$ cat src/rtl/bist_pkg.sv
// Shared types and constants for the adder BIST controller and its LFSR.
package bist_pkg;

  typedef enum logic [1:0] {
    ST_IDLE,
    ST_RUN,
    ST_DRAIN,
    ST_DONE
  } state_t;

  localparam int unsigned LFSR_W      = 17;
  localparam int unsigned LFSR_TAP_HI = 16;
  localparam int unsigned LFSR_TAP_LO = 13;

  localparam logic [15:0] NO_FAIL = 16'hFFFF;

  // Directed corner vectors packed as {A, B, Cin}; entry 0 is issued first.
  localparam logic [3:0][LFSR_W-1:0] DIRECTED_VEC = {
    {8'h00, 8'h00, 1'b0},
    {8'hFF, 8'hFF, 1'b1},
    {8'hFF, 8'hFF, 1'b0},
    {8'hFF, 8'h01, 1'b0}
  };

  function automatic logic [8:0] golden_add(input logic [7:0] a, input logic [7:0] b,
                                            input logic cin);
    return {1'b0, a} + {1'b0, b} + {8'd0, cin};
  endfunction

endpackage

$ cat src/rtl/bist_lfsr17.sv
// 17-bit Fibonacci LFSR (x^17 + x^14 + 1) with seed load and advance enable.
module bist_lfsr17
  import bist_pkg::*;
#(
  parameter logic [LFSR_W-1:0] SEED = 17'h1ACE5
) (
  input  logic              clk,
  input  logic              rst,
  input  logic              i_load,
  input  logic              i_adv,
  output logic [LFSR_W-1:0] o_state
);

  logic [LFSR_W-1:0] r_q;
  logic              w_fb;

  assign w_fb    = r_q[LFSR_TAP_HI] ^ r_q[LFSR_TAP_LO];
  assign o_state = r_q;

  always_ff @(posedge clk or posedge rst) begin
    if (rst) begin
      r_q <= SEED;
    end else if (i_load) begin
      r_q <= SEED;
    end else if (i_adv) begin
      r_q <= {r_q[LFSR_W-2:0], w_fb};
    end
  end

endmodule

$ cat src/rtl/adder_bist.sv
// BIST controller for the 8-bit adder: issues directed then LFSR vectors,
// checks each result against a delayed golden sum and reports the verdict.
module adder_bist
  import bist_pkg::*;
#(
  parameter int unsigned       NUM_VECTORS = 256,
  parameter int unsigned       DUT_LATENCY = 0,
  parameter logic [LFSR_W-1:0] LFSR_SEED   = 17'h1ACE5
) (
  input  logic        clk,
  input  logic        rst,
  input  logic        start,
  output logic [7:0]  dut_a,
  output logic [7:0]  dut_b,
  output logic        dut_cin,
  input  logic [7:0]  dut_sum,
  input  logic        dut_cout,
  output logic        busy,
  output logic        done,
  output logic        pass,
  output logic [15:0] err_count,
  output logic [15:0] first_fail_idx
);

  localparam int unsigned DEPTH = DUT_LATENCY + 1;

  state_t            r_state;
  state_t            w_state_nxt;
  logic [15:0]       r_idx;
  logic [7:0]        r_dut_a;
  logic [7:0]        r_dut_b;
  logic              r_dut_cin;
  logic [15:0]       r_err;
  logic [15:0]       r_ffi;

  logic [LFSR_W-1:0] w_lfsr;
  logic [LFSR_W-1:0] w_vec;
  logic [15:0]       w_k;
  logic [8:0]        w_exp;
  logic              w_accept;
  logic              w_run;
  logic              w_issue;
  logic              w_last;
  logic              w_pipe_busy;
  logic              w_mis;

  // Expected result and vector index travel alongside the adder's pipeline.
  logic              r_pv [DEPTH];
  logic [15:0]       r_pk [DEPTH];
  logic [8:0]        r_pe [DEPTH];

  assign w_accept = ((r_state == ST_IDLE) || (r_state == ST_DONE)) && start;
  assign w_run    = (r_state == ST_RUN);
  assign w_issue  = w_accept || w_run;
  assign w_last   = w_run && (r_idx == 16'(NUM_VECTORS - 1));
  assign w_k      = w_run ? r_idx : '0;

  bist_lfsr17 #(
    .SEED(LFSR_SEED)
  ) u_lfsr (
    .clk     (clk),
    .rst     (rst),
    .i_load  (w_accept),
    .i_adv   (w_run && (r_idx >= 16'd4)),
    .o_state (w_lfsr)
  );

  always_comb begin
    w_vec = DIRECTED_VEC[0];
    if (w_run) begin
      if (r_idx < 16'd4) begin
        w_vec = DIRECTED_VEC[r_idx[1:0]];
      end else begin
        w_vec = w_lfsr;
      end
    end
  end

  assign w_exp = golden_add(w_vec[16:9], w_vec[8:1], w_vec[0]);

  always_comb begin
    w_pipe_busy = 1'b0;
    for (int unsigned i = 0; i < DEPTH; i++) begin
      w_pipe_busy = w_pipe_busy | r_pv[i];
    end
  end

  always_comb begin
    w_state_nxt = r_state;
    case (r_state)
      ST_IDLE:  if (start) w_state_nxt = ST_RUN;
      ST_RUN:   if (w_last) w_state_nxt = ST_DRAIN;
      ST_DRAIN: if (!w_pipe_busy) w_state_nxt = ST_DONE;
      ST_DONE:  if (start) w_state_nxt = ST_RUN;
      default:  w_state_nxt = ST_IDLE;
    endcase
  end

  always_ff @(posedge clk or posedge rst) begin
    if (rst) begin
      r_state <= ST_IDLE;
    end else begin
      r_state <= w_state_nxt;
    end
  end

  always_ff @(posedge clk or posedge rst) begin
    if (rst) begin
      r_idx     <= '0;
      r_dut_a   <= '0;
      r_dut_b   <= '0;
      r_dut_cin <= 1'b0;
    end else if (w_issue) begin
      r_idx     <= w_accept ? 16'd1 : r_idx + 16'd1;
      r_dut_a   <= w_vec[16:9];
      r_dut_b   <= w_vec[8:1];
      r_dut_cin <= w_vec[0];
    end
  end

  always_ff @(posedge clk or posedge rst) begin
    if (rst) begin
      for (int unsigned i = 0; i < DEPTH; i++) begin
        r_pv[i] <= 1'b0;
        r_pk[i] <= '0;
        r_pe[i] <= '0;
      end
    end else begin
      r_pv[0] <= w_issue;
      r_pk[0] <= w_k;
      r_pe[0] <= w_exp;
      for (int unsigned i = 1; i < DEPTH; i++) begin
        r_pv[i] <= r_pv[i-1];
        r_pk[i] <= r_pk[i-1];
        r_pe[i] <= r_pe[i-1];
      end
    end
  end

  assign w_mis = r_pv[DEPTH-1] && ({dut_cout, dut_sum} != r_pe[DEPTH-1]);

  always_ff @(posedge clk or posedge rst) begin
    if (rst) begin
      r_err <= '0;
      r_ffi <= NO_FAIL;
    end else if (w_accept) begin
      r_err <= '0;
      r_ffi <= NO_FAIL;
    end else if (w_mis) begin
      if (r_err != 16'hFFFF) begin
        r_err <= r_err + 16'd1;
      end
      if (r_ffi == NO_FAIL) begin
        r_ffi <= r_pk[DEPTH-1];
      end
    end
  end

  assign dut_a          = r_dut_a;
  assign dut_b          = r_dut_b;
  assign dut_cin        = r_dut_cin;
  assign busy           = (r_state == ST_RUN) || (r_state == ST_DRAIN);
  assign done           = (r_state == ST_DONE);
  assign pass           = done && (r_err == '0);
  assign err_count      = r_err;
  assign first_fail_idx = r_ffi;

endmodule

$ cat config.mk
export PLATFORM = sky130hd
export DESIGN_NAME = adder_bist
export DESIGN_NICKNAME = d
export VERILOG_FILES = /design/src/rtl/bist_pkg.sv /design/src/rtl/bist_lfsr17.sv /design/src/rtl/adder_bist.sv
export SDC_FILE = /design/constraint.sdc
export NUM_CORES = 1
export LEC_CHECK = 0
export CORE_MARGIN = 3
export CORE_UTILIZATION = 52
export DETAILED_ROUTE_END_ITERATION = 8
export PLACE_DENSITY = 0.74
export SETUP_SLACK_MARGIN = 0.2
export SYNTH_ARGS = -nofsm -noshare
export SYNTH_HDL_FRONTEND = slang
export SYNTH_SLANG_ARGS = --single-unit
$ cat constraint.sdc
create_clock -name clk -period 10.72 [get_ports clk]
set_input_delay 2.144 -clock clk [delete_from_list [all_inputs] [get_ports clk]]
set_output_delay 2.144 -clock clk [all_outputs]
set_load 0.005 [all_outputs]
==> results by group <==
Run status
  – Outcome: complete, no violations

Power
  – Leakage Power: 2.77 nW
  – Sequential power share: 0.562
  – Net Switching: 0.193 mW
  – Worst vdd ir: 58.9 uV
  – Total power: 0.806 mW
  – Clock power frac: 0.354
  – Logic pwr share: 0.084
  – Sw Ratio: 0.239
  – Int Pwr: 0.613 mW
  – PwrDens: 129 nW/um^2

Timing
  – Max-slew headroom: 0.299
  – Crit path time final: 4.16 ns
  – Setup TNS: 0 ns
  – Final number of hold-violating endpoints: 0
  – Setup slack after layout: 6.56 ns
  – Final setup viols: 0
  – Slew Viols, Final: 0
  – Final hold slack: 0.477 ns
  – Clk_skew: 0.0142 ns
  – Unrepaired setup endpoints after global routing: false
  – Period utilization: 0.388
  – Fmax: 240 MHz
  – Slew of the pin with the lowest slew margin: 1.04 ns

Critical path
  – Crit Path Max Fanout: 4
  – WP data required: 8.58 ns
  – CP Depth: 4
  – Worst reg2reg path depth: 12
  – RR Endpoint: r_pe[6]
  – R2r setup slk: 6.68 ns
  – CP peak stage delay: 0.50 ns
  – Delay-heaviest family, CP: simple AND/OR/NAND/NOR gates
  – CP Class: flip-flop to primary output
  – Setup crit end: pass
  – Crit path DAT: 2.02 ns
  – Crit-path slowest cell: clkdlybuf4s50_1
  – CP Launch Type: flip-flop
  – Worst path cell trace: ha_1, nor4b_1, and4_1, clkdlybuf4s50_1
  – Setup crit end kind: primary output
  – Buf/Inv on CP: 1
  – Crit path launch: r_state[0]
  – R2r startpoint: r_idx[12]

Global routing
  – First-pass GRT wire length: 19600 um
  – Largest net degree at the start of global routing: 75
  – Vias in the first global route: 3992
  – Total GRT Usage: 0.214
  – Initial antenna violation count: 0
  – Remaining global-route overflow: 0

Layout
  – Nets: 618
  – Most frequent cells in the layout: dfrtp_1, nand2_1, clkdlybuf4s50_1, nor2_1, o21ai_0
  – Commonest non-fill, non-tap cell in the layout: dfrtp_1
  – Util after Layout: 0.636
  – Layout cells sized above 1: 0.0980
  – Antenna Cells: 0
  – Area Overhead vs Synth: 18.1%

CTS
  – Clk buf depth: 2
  – Clk sinks: 110
  – Post-CTS sizing: 0
  – CTS tree: yes
  – H-tree Lvls: 3
  – Hold Buf Count CTS: 0
  – Worst-Skew Late Latency: 0.37 ns
  – Clock transition at path regs: 0.10 ns
  – Total CTS buffers: 9
  – Postcts setup bufs: 0
  – CTS root buffer: clkbuf_8

Synthesis
  – Post-synthesis sequential area ratio: 0.526
  – Synth Cell Area: 5290 sq um
  – Ys async rst share: 1.00
  – Cells after Synth: 530
  – Post-synth EDFFs: 0
  – Prevailing post-synth register cell: dfrtp_1
  – Yosys cell types: 55
  – Post-Syn Area per Cell: 9.98 sq um
  – Ys Warns: 0
  – Post-Syn Nets: 561
  – Register bit total from synthesis: 110

Drt
  – Via density per instance: 5.53
  – Drt drc: 0
  – Number of vias in the routed layout: 4008
  – DRT Pass-1 Iters: 5
  – Total Wirelength: 11600 um
  – Avg WL per Cell: 16.0 um
  – DRT iter0 DRCs: 218
  – Antenna-violating nets left: 0

Run
  – Max cap viols: 0

Placed design
  – IO Port Bufs: 63
  – Pre-CTS setup slack: 6.33 ns
  – Routability congestion estimate: 0.847
  – Hpwl dp: 8060 um

Floorplan
  – Starting Density: 0.539
  – Core area: 9820 sq um
  – Die ar.: 11400 sq um
  – Die H: 107 um
  – I/O Pins: 64
  – Die W: 107 um
  – Std-Cell Rows: 36

Hold path
  – Hold Path Class: flip-flop to flip-flop
## synth_stat cells (all sizes together), types with 2 or more instances
master	number	share of area
and2	14	0.017
inv	23	0.016
nand3	15	0.016
nor2	50	0.035
a31o	2	0.0033
fa	2	0.0076
dfrtp	84	0.40
a21oi	24	0.023
o31ai	8	0.012
or4	7	0.011
nor4b	3	0.0050
nor3	5	0.0057
buf	10	0.012
nand2b	10	0.012
nand4	16	0.019
o21a	12	0.017
mux2i	5	0.0095
xnor2	17	0.028
dfstp	26	0.13
o21ai	51	0.048
clkbuf	11	0.0078
o311ai	2	0.0061
and3	4	0.0047
xor2	8	0.013
or3	6	0.0080
nor4	10	0.014
nand2	63	0.045
ha	17	0.040
a211oi	2	0.0028
a31oi	2	0.0024
a21o	8	0.011
and4	2	0.0033
## registers in the layout (all words and copies together) (netlist names)
name / count
u_lfsr.o_state: 17
dut_cin: 1
r_pv: 1
dut_b: 8
err_count: 16
r_idx: 16
first_fail_idx: 16
dut_a: 8
r_pk: 16
r_state: 2
r_pe: 9
## layout make-up
cell class / count / area [sq um]
fillers: 816 / 3570
flip-flops and latches: 110 / 2790
multi-input cells: 376 / 2320
repair buffers: 67 / 661
well taps: 133 / 166
clock buffers: 12 / 155
inverters: 23 / 88.8
clock inverters: 4 / 77.6
## tightest hold or removal path, cell delays in order (launching register included)
cell and delay [ns]:
dfrtp_1 0.33, o21ai_1 0.06, nand2_1 0.06
## per-stage QoR
| step | instance area [sq um] | instances |
|---|---|---|
| final | 6250 | 725 |
| after detailed placement | 6020 | 709 |
| after global routing | 6250 | 725 |
| after floorplan | 5290 | 530 |
| after global placement | 6020 | 709 |
| after CTS | 6250 | 725 |
## how the worst min path moves through the flow
stage,start,endpoint,slack (ns),cells after the start
2_1_floorplan,r_pk[8],first_fail_idx[8],0.45,2
3_3_place_gp,r_pk[8],first_fail_idx[8],0.45,2
3_5_place_dp,r_pk[9],first_fail_idx[9],0.46,2
4_1_cts,u_lfsr.o_state[10],u_lfsr.o_state[10],0.48,2
5_1_grt,u_lfsr.o_state[10],u_lfsr.o_state[10],0.50,2
6_report,r_pk[9],first_fail_idx[9],0.48,2
## power by group through the flow
stage | Clock (mW) | Sequential [mW] | Combinational [mW]
finish | 0.285 | 0.453 | 0.0676
global route | 0.306 | 0.456 | 0.0755
CTS | 0.291 | 0.452 | 0.0689
detailed placement | 0 | 0.460 | 0.0687
global placement | 0 | 0.460 | 0.0661
floorplan | 0 | 0.454 | 0.0303
## metal layers
metal,track usage,part of all wire
met1,0.304,0.47
met2,0.343,0.48
met3,0.0247,0.039
met4,0.0740,0.013
met5,0,0
## cells by family (layout without fill, tap and decap cells)
| family | count (synthesis) | count (layout) | share of synthesized area |
|---|---|---|---|
| buf+inv | 44 | 106 | 0.0359 |
| fa+ha+maj | 19 | 19 | 0.0478 |
| flops | 110 | 110 | 0.526 |
| mux | 6 | 6 | 0.0116 |
| compound gates | 119 | 119 | 0.140 |
| simple gates | 207 | 207 | 0.197 |
| xor+xnor | 25 | 25 | 0.0414 |
Note: power is estimated with default switching activity, not from simulation.
